File: src/rtl/cla_nibble_sequencer.sv
// Wide adder that feeds one 4-bit carry-lookahead slice a nibble per clock,
// LSB nibble first, with the inter-slice carry held in a register.

module cla_nibble_sequencer_slice (
    input  logic [3:0] x_i,
    input  logic [3:0] y_i,
    input  logic       c_i,
    output logic [3:0] s_o,
    output logic       c3_o,
    output logic       c4_o
);
    logic [3:0] g;
    logic [3:0] p;
    logic       c1;
    logic       c2;

    assign g = x_i & y_i;
    assign p = x_i ^ y_i;

    assign c1   = g[0] | (p[0] & c_i);
    assign c2   = g[1] | (p[1] & g[0]) | (p[1] & p[0] & c_i);
    assign c3_o = g[2] | (p[2] & g[1]) | (p[2] & p[1] & g[0])
                | (p[2] & p[1] & p[0] & c_i);
    assign c4_o = g[3] | (p[3] & g[2]) | (p[3] & p[2] & g[1])
                | (p[3] & p[2] & p[1] & g[0])
                | (p[3] & p[2] & p[1] & p[0] & c_i);
    assign s_o  = p ^ {c3_o, c2, c1, c_i};
endmodule

module cla_nibble_sequencer #(
    parameter  int WIDTH   = 16,
    localparam int NIBBLES = WIDTH / 4
) (
    input  logic             clk,
    input  logic             rst_n,
    input  logic             in_valid,
    output logic             in_ready,
    input  logic [WIDTH-1:0] a,
    input  logic [WIDTH-1:0] b,
    input  logic             cin,
    output logic             out_valid,
    input  logic             out_ready,
    output logic [WIDTH-1:0] sum,
    output logic             cout,
    output logic             ovf
);
    localparam int IW = (NIBBLES > 1) ? $clog2(NIBBLES) : 1;

    typedef enum logic [1:0] {
        IDLE,
        RUN,
        DONE
    } state_t;

    state_t           state_q, state_d;
    logic [WIDTH-1:0] a_q, a_d;
    logic [WIDTH-1:0] b_q, b_d;
    logic [WIDTH-1:0] sum_q, sum_d;
    logic [IW-1:0]    idx_q, idx_d;
    logic             carry_q, carry_d;
    logic             cout_q, cout_d;
    logic             ovf_q, ovf_d;

    logic [3:0] s_nib;
    logic       s_c3;
    logic       s_c4;

    cla_nibble_sequencer_slice u_slice (
        .x_i  (a_q[{idx_q, 2'b00} +: 4]),
        .y_i  (b_q[{idx_q, 2'b00} +: 4]),
        .c_i  (carry_q),
        .s_o  (s_nib),
        .c3_o (s_c3),
        .c4_o (s_c4)
    );

    always_ff @(posedge clk or negedge rst_n) begin
        if (!rst_n) begin
            state_q <= IDLE;
            a_q     <= '0;
            b_q     <= '0;
            sum_q   <= '0;
            idx_q   <= '0;
            carry_q <= 1'b0;
            cout_q  <= 1'b0;
            ovf_q   <= 1'b0;
        end else begin
            state_q <= state_d;
            a_q     <= a_d;
            b_q     <= b_d;
            sum_q   <= sum_d;
            idx_q   <= idx_d;
            carry_q <= carry_d;
            cout_q  <= cout_d;
            ovf_q   <= ovf_d;
        end
    end

    always_comb begin
        state_d = state_q;
        a_d     = a_q;
        b_d     = b_q;
        sum_d   = sum_q;
        idx_d   = idx_q;
        carry_d = carry_q;
        cout_d  = cout_q;
        ovf_d   = ovf_q;
        unique case (state_q)
            IDLE: begin
                if (in_valid) begin
                    a_d     = a;
                    b_d     = b;
                    carry_d = cin;
                    sum_d   = '0;
                    cout_d  = 1'b0;
                    ovf_d   = 1'b0;
                    idx_d   = '0;
                    state_d = RUN;
                end
            end
            RUN: begin
                sum_d[{idx_q, 2'b00} +: 4] = s_nib;
                carry_d = s_c4;
                idx_d   = idx_q + IW'(1);
                // Top slice: its carry-in to bit 3 is the carry into the MSB
                if (idx_q == IW'(NIBBLES - 1)) begin
                    cout_d  = s_c4;
                    ovf_d   = s_c3 ^ s_c4;
                    state_d = DONE;
                end
            end
            DONE: begin
                if (out_ready) begin
                    state_d = IDLE;
                end
            end
            default: state_d = IDLE;
        endcase
    end

    assign in_ready  = (state_q == IDLE);
    assign out_valid = (state_q == DONE);
    assign sum       = sum_q;
    assign cout      = cout_q;
    assign ovf       = ovf_q;
endmodule

File: config.mk
export PLATFORM = sky130hd
export DESIGN_NAME = cla_nibble_sequencer
export DESIGN_NICKNAME = d
export VERILOG_FILES = /design/src/rtl/cla_nibble_sequencer.sv
export SDC_FILE = /design/constraint.sdc
export NUM_CORES = 1
export LEC_CHECK = 0
export ABC_CLOCK_PERIOD_IN_PS = 3600
export BUFFER_PORTS_ARGS = -buffer_cell sky130_fd_sc_hd__buf_2
export CAP_MARGIN = 20
export CORE_ASPECT_RATIO = 2
export CORE_UTILIZATION = 40
export CTS_CLUSTER_SIZE = 8
export DETAILED_ROUTE_END_ITERATION = 16
export HOLD_SLACK_MARGIN = 0.02
export PLACE_DENSITY = 0.62
export REMOVE_ABC_BUFFERS = 1
export SYNTH_ARGS = -nofsm -noshare
export SYNTH_HDL_FRONTEND = slang
export SYNTH_HIERARCHICAL = 1
export SYNTH_SLANG_ARGS = --single-unit
File: constraint.sdc
create_clock -name clk -period 3.6 [get_ports clk]
set_input_delay 0 -clock clk [delete_from_list [all_inputs] [get_ports clk]]
set_output_delay 0 -clock clk [all_outputs]
set_load 0.05 [all_outputs]
## Word-level counts from Yosys, hierarchy flattened

Index checks and enable logic that the tools add are counted.

- Register bits after elaboration: 55
- Input bits: 37
- Word-level logic and storage cells: 72

- Add/sub/neg operators: 2
- Shifts and indexed selects: 4
- Reduce and logical (&&, ||, !) cells: 6
- Equal/unequal tests: 6
- Muxes and demuxes: 16
- Bitwise gates (word level): 30

Operators by type and width:

| operator | count |
|---|---|
| $pmux 16 s2 | 1 |
| $shiftx 16x5->4 | 2 |
| $and 1x1->1 | 16 |
| $bwmux 16 | 1 |
| $mux 16 | 1 |
| $shift 4x6->16 const A | 1 |
| $shiftx 4x6->16 | 1 |
| $or 1x1->1 | 10 |
| $mux 2 | 4 |
| $xor 4x4->4 | 2 |
| $neg 4->6 | 1 |
| $pmux 1 s2 | 3 |
| $pmux 2 s3 | 1 |
| $reduce_and 3->1 | 2 |
| $and 4x4->4 | 1 |
| $eq 2x2->1 const B | 2 |
| $mux 1 | 4 |
| $ne 2x2->1 const B | 2 |
| $pmux 2 s2 | 1 |
| $reduce_and 2->1 | 2 |
| $add 2x1->2 const B | 1 |
| $eq 2x1->1 const B | 1 |
| $logic_not 2->1 | 1 |
| $ne 2x1->1 const B | 1 |
| 2 further kinds | 2 |

## Longest topological paths before layout

- Depth in word-level cells: 10
- Gate-level depth with buffers: 10
- Mapped depth without buffers: 8

## Hierarchy

Netlist, hierarchy kept.

By module, submodules not included:

| module | cells each | instances | area an instance (um^2) |
|---|---|---|---|
| cla_nibble_sequencer | 165 | 1 | 2472.4 |
| cla_nibble_sequencer_slice | 18 | 1 | 155.1 |

## Worst setup path after synthesis

OpenSTA, ideal clock, no wires.

- Kind: reg-to-reg
- Start point: register idx_q[0]
- End point: register ovf_q (netlist: ovf)
- Cell stages (with the launch flop): 11
- Arrival: 2.530 ns
- Path slack: 0.945 ns
- Data required time: 3.475 ns
- Path through: dfrtp_1 -> buf_4 -> buf_4 -> mux4_2 -> ha_1 -> a211oi_2 -> o21bai_2 -> a21o_1 -> xnor2_1 -> nor2_1 -> mux2_2

- Elaborated cells between the ends (all ways): 29

RTL lines:

| what | RTL line | text |
|---|---|---|
| start, declared | 59 | `logic [IW-1:0] idx_q, idx_d;` |
| start signal, assigned | 92 | `idx_q <= idx_d;` |
| $shiftx 16x5->4, on equally long branches | 69, 70 |  |
| $xor 4x4->4 / $and 4x4->4 (equally long branches) | 18, 17 |  |
| $and 1x1->1, on equally long branches | 22, 23 |  |
| $or 1x1->1, or another cell as far along | 22 | `assign c3_o = g[2] \| (p[2] & g[1]) \| (p[2] & p[1] & g[0])` |
| $or 1x1->1 / $and 1x1->1 (equally long branches) | 22, 23 |  |
| $or 1x1->1 (*) | 23 | `\| (p[2] & p[1] & p[0] & c_i);` |
| named net s_c3 | 65 | `logic s_c3;` |
| $xor 1x1->1 (*) | 128 | `ovf_d = s_c3 ^ s_c4;` |
| $mux 1 (*) | 126 | `if (idx_q == IW'(NIBBLES - 1)) begin` |
| $pmux 1 s2 (*) | 108 | `unique case (state_q)` |
| end signal, assigned | 95 | `ovf_q <= ovf_d;` |
| end, declared | 62 | `logic ovf_q, ovf_d;` |

The timed path passes the listed nets; every way through them passes the cells marked *. The select of a mux whose other input is x is not followed.
A chain may end at the register's enable or synchronous reset.

## Worst setup path after layout

Ends and elaborated chain as after synthesis.

==> results.cfg <==
[sta]
fin_skew_ns = 0.00676
rsz0062_at_grt = no
timing.final.crit_share = 0.794
finalSetupViolations = 0
fmax_mhz = 350
hold_violations = 0
min_period_ns = 2.86
timing.setup.tns_ns = 0
setup_ws_ns = 0.743
drv_slew = 0
relSlewSlack = 0.392
max_slew.worst_pin.slew_ns = 0.909

[global_routing]
grt_remaining_overflow = 0
grt_use_total = 0.180
grt_pass1_wl_um = 8990
grt_max_degree = 56
antenna_found_initial = 0
grt_pass1_vias = 1874

[synthesis]
synth_top_family_by_area = multiplexers
synth-edff-count = 0
ys_ff_latch = 55
ys.flop_type = dfrtp_1
synthAdderAreaFrac = 0.0505
netlist_area_sq_um = 2630
synthXorXnorAreaFrac = 0.0133
synth_compound_area_frac = 0.0971
synth_cell_types = 32
yosysWarningCount = 6
synth-simple-area-share = 0.0729
ys_seq_area_frac = 0.524
syn_area_per_cell_sq_um = 14.4
synthCells = 183
synth_mux_area_frac = 0.210
ys_async_sr_fraction = 1.00

[floorplanning]
ioPinCount = 57
dieHeight_um = 117
rows = 41
dieArea_sq_um = 6920
die_x_um = 59.3
core_region_area_sq_um = 6310
start_util = 0.416

[place]
dp_slack_ns = 0.755
port_buffers = 56
dp_cells = 319
place_congestion = 0.754
dp_hpwl_um = 4000

[clocking]
cts.sinks = 55
cts-root-buf = clkbuf_16
clk_pin_slew_ns = 0.07
htree_levels = 2
cts_setup_buffers = 0
clock_path_buffers = 2
cts_buffers = 5
clk_latency_ns = 0.29
cts_tree = built

[min_path]
worst_hold_path.endpoint = carry_q
hold_path_depth = 4
hold_class = in2reg
hold_start = cin

[detailed_routing]
post_drt_via_cell_ratio = 4.82
drt_iter0_drc = 28
first_pass_iters = 4
routedWlPerCell_um = 14.8
vias = 1739
wl_um = 5360
antenna_left = 0
drcViolationCount = 0

[pwr]
power_density_nw_per_um2 = 1030
p_leak_nw = 1.66
total_power_mw = 3.59
ir_worst_vdd_v = 0.000459

[worst_setup_path]
worst_ep_required_time_ns = 3.78
reg2reg_from = idx_q[0]
reg2reg_to = ovf
worst_r2r_path_depth = 8
worstSetupEndpointType = flop
arrival_ns = 3.04
cp-start-kind = flop
r2r_setup_slack_ns = 0.74
critPathMaxFanout = 11
criticalPathCategory = reg2reg

[cells_and_area]
multiInputGateArea_sq_um = 1170
layout-drive-gt1-share = 0.313
final_util = 0.553
final_nets = 321
seq_area_sq_um = 1380
area_delta_synth_final_pct = 32.9
n_antenna_cell = 0
instances_no_fill = 361
nFillCells = 534

[status]
status = finished clean

[job]
drv_cap = 0
cells in the mapped netlist (2+ instances only):
library cell,n,share of area
dfrtp_1,55,0.52
mux2_1,30,0.13
a22o_1,16,0.053
ha_1,9,0.043
inv_1,9,0.013
mux4_2,8,0.069
nand2_1,8,0.011
a21o_1,6,0.017
buf_4,5,0.014
nor2_1,4,0.0057
o21ai_0,4,0.0076
mux2_2,3,0.013
nor4_4,3,0.024
a21oi_1,2,0.0038
buf_2,2,0.0038
xnor2_1,2,0.0067
xor2_1,2,0.0067
report_power, final:
group / internal, mW / switching [mW] / leakage [nW]
registers: 0.899 / 0.231 / 0.686
logic: 0.773 / 1.14 / 0.889
clock network: 0.332 / 0.221 / 0.0844
total: 2.00 / 1.59 / 1.66
layer usage:
| metal | share of wire | wire [um] | track usage | up-vias |
|---|---|---|---|---|
| met1 | 0.36 | 1940 | 0.178 | 845 |
| met4 | 0.022 | 116 | 0.0794 | 0 |
| met5 | 0 | 0 | 0 | - |
| li1 | - | - | - | 845 |
| met2 | 0.59 | 3160 | 0.353 | 42 |
| met3 | 0.025 | 136 | 0.0233 | 7 |
layout make-up:
| type | instances | area share |
|---|---|---|
| Tap cell | 86 | 0.0308 |
| Timing Repair Buffer | 92 | 0.182 |
| Sequential cell | 55 | 0.394 |
| Multi-Input combinational cell | 111 | 0.334 |
| Clock buffer | 5 | 0.0358 |
| Inverter | 9 | 0.00967 |
| Clock inverter | 3 | 0.0136 |
state kept, by name (all words and copies together) (netlist names):
| register | flops |
|---|---|
| carry_q | 1 |
| ovf | 1 |
| a_q | 16 |
| b_q | 16 |
| state_q | 2 |
| cout | 1 |
| idx_q | 2 |
| sum | 16 |
layout by cell type, fill, tap and decap left out, types with 2 or more instances in the layout:
master / netlist / final
nand2_1: 8 / 8
o21ai_0: 4 / 4
xnor2_1: 2 / 2
buf_4: 5 / 2
inv_1: 9 / 9
dlygate4sd3_1: 0 / 34
nor4_4: 3 / 3
a22o_1: 16 / 16
ha_1: 9 / 9
mux4_2: 8 / 8
a21oi_1: 2 / 2
nor2_1: 4 / 4
buf_2: 2 / 56
clkbuf_16: 0 / 5
a21o_1: 6 / 6
xor2_1: 2 / 2
dfrtp_1: 55 / 55
mux2_1: 30 / 30
mux2_2: 3 / 3
worst max-delay path: stages (launching register included):
cell	delay (ns)
dfrtp_1	0.68
mux4_2	0.61
ha_1	0.33
a211oi_2	0.28
o21bai_2	0.14
a21o_1	0.23
xnor2_1	0.15
nor2_1	0.05
mux2_2	0.27
worst max path at each step:
stage | start | to | depth (start not counted)
finish | idx_q[0] | ovf | 8
global placement | idx_q[0] | ovf | 8
global route | idx_q[0] | ovf | 8
CTS | idx_q[0] | ovf | 8
floorplan | idx_q[0] | ovf | 8
detailed placement | idx_q[0] | ovf | 8
logic make-up after synthesis:
kind of cell	after synthesis
DFF	55
muxes	41
AOI/OAI and AO/OA	32
and+or+nand+nor	24
buffers and inverters	17
adders and majority gates	10
xor gates and xnor gates	4
metrics by stage:
stage / hold slack (ns) / area [sq um]
finish: 0.170 / 3490
global route: 0.218 / 3490
CTS: 0.173 / 3490
detailed placement: 0.171 / 2980
global placement: 0.168 / 2980
floorplan: -0.296 / 2580
timing repair:
item	CTS	global route
resized for setup	0	0
hold buffers	34	0
hold endpoints to repair	88	0
(Power assumes the default switching activity.)
